$ cat src/rtl/ahb_req_arb_pkg.sv
// ============================================================================
// Module  : ahb_req_arb_pkg
// Brief   : Shared AHB encodings and sequencer state type for ahb_req_arbiter.
// Revision: 1.0 - initial release
// ============================================================================
`default_nettype none

package ahb_req_arb_pkg;

    // AHB transfer type encodings
    localparam logic [1:0] HTRANS_IDLE   = 2'b00;
    localparam logic [1:0] HTRANS_NONSEQ = 2'b10;

    // Fixed transfer attributes: 32-bit words, single bursts, default protection
    localparam logic [2:0] HSIZE_WORD    = 3'b010;
    localparam logic [2:0] HBURST_SINGLE = 3'b000;
    localparam logic [3:0] HPROT_DEFAULT = 4'b0000;

    // Sequencer states
    typedef enum logic [1:0] {
        ST_IDLE = 2'd0,
        ST_ADDR = 2'd1,
        ST_DATA = 2'd2
    } arb_state_t;

endpackage : ahb_req_arb_pkg

`default_nettype wire

$ cat src/rtl/rr_arbiter.sv
// ============================================================================
// Module  : rr_arbiter
// Brief   : Combinational round-robin picker. Scans upward from
//           last_grant+1 with wrap-around and returns a one-hot grant plus
//           its index. Reusable by any shared-bus block.
// Revision: 1.0 - initial release
// ============================================================================
`default_nettype none

module rr_arbiter #(
    parameter int NUM_REQ = 2,
    parameter int IDX_W   = (NUM_REQ > 1) ? $clog2(NUM_REQ) : 1
) (
    input  logic [NUM_REQ-1:0] req,
    input  logic [IDX_W-1:0]   last_grant,
    output logic [NUM_REQ-1:0] grant,
    output logic [IDX_W-1:0]   grant_idx,
    output logic               any
);

    // One extra bit so start+offset (at most 2*NUM_REQ-1) never overflows
    localparam int c_sum_w = IDX_W + 1;

    logic [2*NUM_REQ-1:0] w_req_dbl;
    logic [NUM_REQ-1:0]   w_rot;
    logic [c_sum_w-1:0]   w_start;
    logic [c_sum_w-1:0]   w_sum;
    logic [c_sum_w-1:0]   w_idx;
    logic                 w_found;

    // Rotate the request vector so bit 0 is the highest-priority requester
    assign w_start   = c_sum_w'(last_grant) + c_sum_w'(1);
    assign w_req_dbl = {req, req};
    assign w_rot     = NUM_REQ'(w_req_dbl >> w_start);

    // First set bit of the rotated vector, mapped back to a requester index
    always_comb begin
        w_found = 1'b0;
        w_sum   = '0;
        for (int k = 0; k < NUM_REQ; k++) begin
            if (!w_found && w_rot[k]) begin
                w_found = 1'b1;
                w_sum   = w_start + c_sum_w'(k);
            end
        end
        w_idx     = (w_sum >= c_sum_w'(NUM_REQ)) ? (w_sum - c_sum_w'(NUM_REQ)) : w_sum;
        grant_idx = IDX_W'(w_idx);
        grant     = w_found ? (NUM_REQ'(1) << grant_idx) : '0;
        any       = w_found;
    end

endmodule : rr_arbiter

`default_nettype wire

$ cat src/rtl/ahb_req_arbiter.sv
// ============================================================================
// Module  : ahb_req_arbiter
// Brief   : Round-robin sharing of one AHB-Lite master port between NUM_REQ
//           single-word requesters. Runs SINGLE/NONSEQ word transfers and
//           returns data/error with a one-cycle one-hot response pulse.
//           Optional macro AHB_REQ_ARB_TIMEOUT_EN adds a data-phase stall
//           timeout of TIMEOUT_CYCLES cycles that completes with an error.
// Revision: 1.0 - initial release
// ============================================================================
`default_nettype none

module ahb_req_arbiter
    import ahb_req_arb_pkg::*;
#(
    parameter int NUM_REQ        = 2,
    parameter int TIMEOUT_CYCLES = 256
) (
    input  logic                   HCLK,
    input  logic                   HRESET,
    input  logic [NUM_REQ-1:0]     req_valid_i,
    output logic [NUM_REQ-1:0]     req_ready_o,
    input  logic [NUM_REQ-1:0]     req_write_i,
    input  logic [NUM_REQ*32-1:0]  req_addr_i,
    input  logic [NUM_REQ*32-1:0]  req_wdata_i,
    output logic [NUM_REQ-1:0]     rsp_valid_o,
    output logic [31:0]            rsp_rdata_o,
    output logic                   rsp_err_o,
    output logic [31:0]            HADDR,
    output logic [31:0]            HWDATA,
    output logic                   HWRITE,
    output logic [1:0]             HTRANS,
    output logic [2:0]             HSIZE,
    output logic [2:0]             HBURST,
    output logic [3:0]             HPROT,
    output logic                   HMASTLOCK,
    input  logic [31:0]            HRDATA,
    input  logic                   HREADYOUT,
    input  logic                   HRESP
);

    localparam int c_idx_w = $clog2(NUM_REQ);

    arb_state_t           r_state;
    logic [c_idx_w-1:0]   r_gnt_idx;
    logic [c_idx_w-1:0]   r_last_grant;
    logic                 r_write;
    logic [31:0]          r_wdata;

    logic [NUM_REQ-1:0]   w_grant;
    logic [c_idx_w-1:0]   w_gnt_idx;
    logic                 w_any;
    logic [31:0]          w_sel_addr;
    logic [31:0]          w_sel_wdata;
    logic                 w_sel_write;

`ifdef AHB_REQ_ARB_TIMEOUT_EN
    localparam int c_to_w = $clog2(TIMEOUT_CYCLES + 1);
    logic [c_to_w-1:0]    r_to_cnt;
`else
    logic                 w_unused_to;
    assign w_unused_to = (TIMEOUT_CYCLES > 0);
`endif

    assign HSIZE     = HSIZE_WORD;
    assign HBURST    = HBURST_SINGLE;
    assign HPROT     = HPROT_DEFAULT;
    assign HMASTLOCK = 1'b0;

    rr_arbiter #(
        .NUM_REQ    (NUM_REQ),
        .IDX_W      (c_idx_w)
    ) u_rr_arbiter (
        .req        (req_valid_i),
        .last_grant (r_last_grant),
        .grant      (w_grant),
        .grant_idx  (w_gnt_idx),
        .any        (w_any)
    );

    // Accept strobe exists only while idle, so one transfer is ever in flight
    assign req_ready_o = (r_state == ST_IDLE) ? w_grant : '0;

    // Select the granted requester's command fields
    always_comb begin
        w_sel_addr  = '0;
        w_sel_wdata = '0;
        w_sel_write = 1'b0;
        for (int k = 0; k < NUM_REQ; k++) begin
            if (w_gnt_idx == c_idx_w'(k)) begin
                w_sel_addr  = req_addr_i[32*k +: 32];
                w_sel_wdata = req_wdata_i[32*k +: 32];
                w_sel_write = req_write_i[k];
            end
        end
    end

    // Transfer sequencer: accept, address phase, data phase, respond
    always_ff @(posedge HCLK) begin
        if (HRESET) begin
            r_state      <= ST_IDLE;
            r_gnt_idx    <= '0;
            r_last_grant <= c_idx_w'(NUM_REQ - 1);
            r_write      <= 1'b0;
            r_wdata      <= '0;
            HADDR        <= '0;
            HWDATA       <= '0;
            HWRITE       <= 1'b0;
            HTRANS       <= HTRANS_IDLE;
            rsp_valid_o  <= '0;
            rsp_rdata_o  <= '0;
            rsp_err_o    <= 1'b0;
`ifdef AHB_REQ_ARB_TIMEOUT_EN
            r_to_cnt     <= '0;
`endif
        end else begin
            rsp_valid_o <= '0;
            case (r_state)
                ST_IDLE: begin
                    if (w_any) begin
                        r_gnt_idx <= w_gnt_idx;
                        r_write   <= w_sel_write;
                        r_wdata   <= w_sel_wdata;
                        HADDR     <= w_sel_addr;
                        HWRITE    <= w_sel_write;
                        HTRANS    <= HTRANS_NONSEQ;
                        r_state   <= ST_ADDR;
                    end
                end
                ST_ADDR: begin
                    if (HREADYOUT) begin
                        HTRANS  <= HTRANS_IDLE;
                        if (r_write) begin
                            HWDATA <= r_wdata;
                        end
`ifdef AHB_REQ_ARB_TIMEOUT_EN
                        r_to_cnt <= '0;
`endif
                        r_state <= ST_DATA;
                    end
                end
                ST_DATA: begin
                    if (HREADYOUT) begin
                        rsp_rdata_o  <= r_write ? 32'h0 : HRDATA;
                        rsp_err_o    <= HRESP;
                        rsp_valid_o  <= NUM_REQ'(1) << r_gnt_idx;
                        r_last_grant <= r_gnt_idx;
                        r_state      <= ST_IDLE;
                    end
`ifdef AHB_REQ_ARB_TIMEOUT_EN
                    else if (r_to_cnt == c_to_w'(TIMEOUT_CYCLES - 1)) begin
                        // This stalled cycle brings the count to the limit
                        rsp_rdata_o  <= 32'h0;
                        rsp_err_o    <= 1'b1;
                        rsp_valid_o  <= NUM_REQ'(1) << r_gnt_idx;
                        r_last_grant <= r_gnt_idx;
                        r_state      <= ST_IDLE;
                    end else begin
                        r_to_cnt <= r_to_cnt + c_to_w'(1);
                    end
`endif
                end
                default: begin
                    r_state <= ST_IDLE;
                end
            endcase
        end
    end

endmodule : ahb_req_arbiter

`default_nettype wire
$ cat config.mk
export PLATFORM = sky130hd
export DESIGN_NAME = ahb_req_arbiter
export DESIGN_NICKNAME = d
export VERILOG_FILES = /design/src/rtl/ahb_req_arb_pkg.sv /design/src/rtl/rr_arbiter.sv /design/src/rtl/ahb_req_arbiter.sv
export SDC_FILE = /design/constraint.sdc
export NUM_CORES = 1
export LEC_CHECK = 0
export BUFFER_PORTS_ARGS = -buffer_cell sky130_fd_sc_hd__buf_2
export CORE_ASPECT_RATIO = 0.8
export CORE_MARGIN = 10
export CORE_UTILIZATION = 35
export CTS_BUF_LIST = sky130_fd_sc_hd__clkbuf_16
export CTS_CLUSTER_DIAMETER = 50
export CTS_CLUSTER_SIZE = 24
export DETAILED_ROUTE_END_ITERATION = 8
export PLACE_DENSITY_LB_ADDON = 0.2
export SKIP_LAST_GASP = 1
export SYNTH_ARGS = -nofsm -noshare
export SYNTH_HDL_FRONTEND = slang
export SYNTH_HIERARCHICAL = 1
export SYNTH_SLANG_ARGS = --single-unit
$ cat constraint.sdc
create_clock -name HCLK -period 1.65 [get_ports HCLK]
set_clock_uncertainty 0.2 [all_clocks]
set_input_delay 0 -clock HCLK [delete_from_list [all_inputs] [get_ports HCLK]]
set_output_delay 0 -clock HCLK [all_outputs]
set_load 0.01 [all_outputs]
==> impl_results.md <==
* Status: finished clean
* Post-synth EDFFs at 0
* CP Depth at 5
* CP Buf/Inv Count at 2
* HP Class: primary input to register
* Top FF cell, synth: dfxtp_1
* Seq cells post-synth at 137
* First-pass GRT wire length at 32.7 mm
* Pin count of the biggest net entering global routing at 66
* Routed vias at 5,625
* Routed length on met3 at 2.15 mm
* Layout cells sized above 1 at 35.8%
* Final Wtd Congestion at 0.791
* Area Growth Syn to Fin at 75.3%
* TritonRoute pass-1 iters at 4
* CP endpoint kind: register
* Vias per std cell at 5.00
* Maximum vdd drop at 631 µV
* Hold Path Stages at 5
* Post-synth top area cell: dfxtp_1
* Crit-path leading delay family: simple AND/OR/NAND/NOR gates
* Cts bufs inserted at 17
* Max Used Layer: met4
* Register area share after synthesis at 52.6%
* Initial antenna violation count at 3
* Worst setup SP type: register
* Vias in the first global route at 6,117
* DRC at 0
* Met1 Wirelength at 8.36 mm
* Synth warnings at 6
* Avg Inst Size Synth at 10.7 µm²
* Mapped cell area at 0.00522 mm²
* Worst Path Class, Setup: register to register
* Final Max Slew Viols at 0
* Clk sinks at 137
* Crit path max fanout at 22
* Post-Synthesis Cells at 488
* CP arrival at 1.74 ns
* Row count at 39
* Drt wl/cell at 19.5 µm
* Starting density of the core at 36.1%
* Final ANT Viol Nets at 0
* H-tree depth at 4
* Die area at 0.0202 mm²
* Later-pin clock latency in the skew report at 0.41 ns
* Synth area leaders: dfxtp_1 (53%), mux2i_1 (13%), o2bb2ai_1 (11%)
* DPL Wire Length at 12.6 mm
* CTS Buffer Depth at 2
* PnR Total Power at 8.20 mW
* Global Route Usage Sum at 20.2%
* Worst-path cell chain: buf_4 -> nor3b_4 -> nand2b_4 -> clkbuf_16 -> o2bb2ai_1
* Port bufs at 270
* Clk root buf: clkbuf_16
* Yosys top cell area share at 52.6%
* CTS tree: yes
* Most common cell in the netlist: dfxtp_1
* Clock slew at reported path FFs at 0.06 ns
* Routed WL at 22.0 mm
* Met2 Wirelength at 10.8 mm
* Final #Nets at 1,093
* Worst Path Required at 1.79 ns
* Ports at 283
* Die height at 129 µm
* Slowest stage delay, CP at 0.34 ns
* Tcrit/Tclk final at 97.1%
* Design Area, Final at 0.00915 mm²
* Max-Cap Viols at 0
* PnR worst setup slack at 0.0486 ns
* Worst slack, placed at -0.385 ns
* Critical path's slowest cell: nor3b_4
* DIE WIDTH at 157 µm
* FFs w/ async S/R, synth at 0%
* Pwr Density at 896 mW/mm²
* Final setup vio count at 0
* Iter 0 DRT Violations at 294
* Worst reg2reg path depth at 5
* Fmax at 624 MHz
* Most frequent cells after synthesis: dfxtp_1 (137), mux2i_1 (68), o2bb2ai_1 (65)
* GRT overflow at 0
* Cell variety after synth at 30
* Leak Pwr at 4.15 nW
* Core ar. at 0.0144 mm²
* Final hold vios at 0
* RSZ-0062 raised after global routing: true
* # fillers at 1,114
* Final min period at 1.60 ns
* Dpl cell area at 0.00679 mm²
through the flow:
step	setup TNS, ns	hold slack, ns	std cells	utilization, %
2_1_floorplan	0	-0.0673	498	-
3_3_place_gp	-10.03	0.0175	917	47.0
3_5_place_dp	-11.92	0.0198	917	47.0
4_1_cts	-0.0826	0.00880	1115	62.1
5_1_grt	-0.0557	0.0470	1123	63.3
6_report	0	0.0177	1125	63.3
layout make-up:
class,count,area [µm²],area share (%)
clock inverter,13,67.6,0.739
sequential,137,2740,30.0
tap,184,230,2.52
antenna,5,12.5,0.137
inverter,4,15.0,0.164
timing repair buffer,461,3390,37.1
clock buffer,17,425,4.65
multi-input combinational,304,2260,24.7
logic make-up (layout without fill, tap and decap cells):
kind of cell	after synthesis	in the layout	share of synthesized area, %
AO/OA/AOI/OAI	137	137	20.3
flip-flops	137	137	52.6
buffers and inverters	58	495	6.59
other	2	17	0.144
multiplexers	68	68	13.0
AND/OR/NAND/NOR	86	87	7.36
cell usage in the layout, fill, tap and decap left out, drive strengths merged, types with 2 or more instances in the layout:
cell,n
diode,5
inv,6
dfxtp,137
and2,2
clkinv,7
conb,12
mux2i,68
a21boi,3
a22o,32
o2bb2ai,65
nor2,10
nand2,64
clkinvlp,4
clkbuf,19
a21oi,35
buf,292
dlygate4sd3,166
nor2b,2
per-layer routing:
metal	up-vias	track usage, %
met1	2664	20.8
met3	64	7.97
li1	2617	-
met2	280	35.1
met5	-	0
met4	0	10.9
path summary, 6_finish.rpt:
path                  startpoint          to  slack, ns
setup / recovery      r_state[0]    HADDR[0]       0.05
hold / removal    req_valid_i[0]   HADDR[19]       0.02
setup reg to reg      r_state[0]    HADDR[0]       0.05
hold reg to reg      r_wdata[10]  HWDATA[10]       0.25
sequential cells by signal, summed over array words and instances (netlist names), 2 cells and up:
name and cells:
rsp_rdata_o 32, HADDR 32, r_state 2, r_wdata 32, HWDATA 32, rsp_valid_o 2
worst register-to-register path, delay by kind of cell (launching register included):
family                 cells  cell delay, ns
AO/OA/AOI/OAI              1            0.17
buffers and inverters      2            0.38
flip-flops                 1            0.30
AND/OR/NAND/NOR            2            0.47
where the power goes:
group          total, mW  switching (mW)  internal (mW)
Sequential          3.59           0.101           3.49
Combinational       1.37           0.613          0.756
Clock               3.24            1.38           1.85
Total               8.20            2.10           6.10
timing repair:
action | in CTS | in global routing
cloned | 1 | 3
hold buffers | 167 | 0
hold endpoints to repair | 132 | 0
pin swaps | 0 | 3
endpoints found under the setup margin | 32 | 128
gates resized for setup | 2 | 14
setup buffers | 0 | 2
Power figures use the tool's default switching activity.
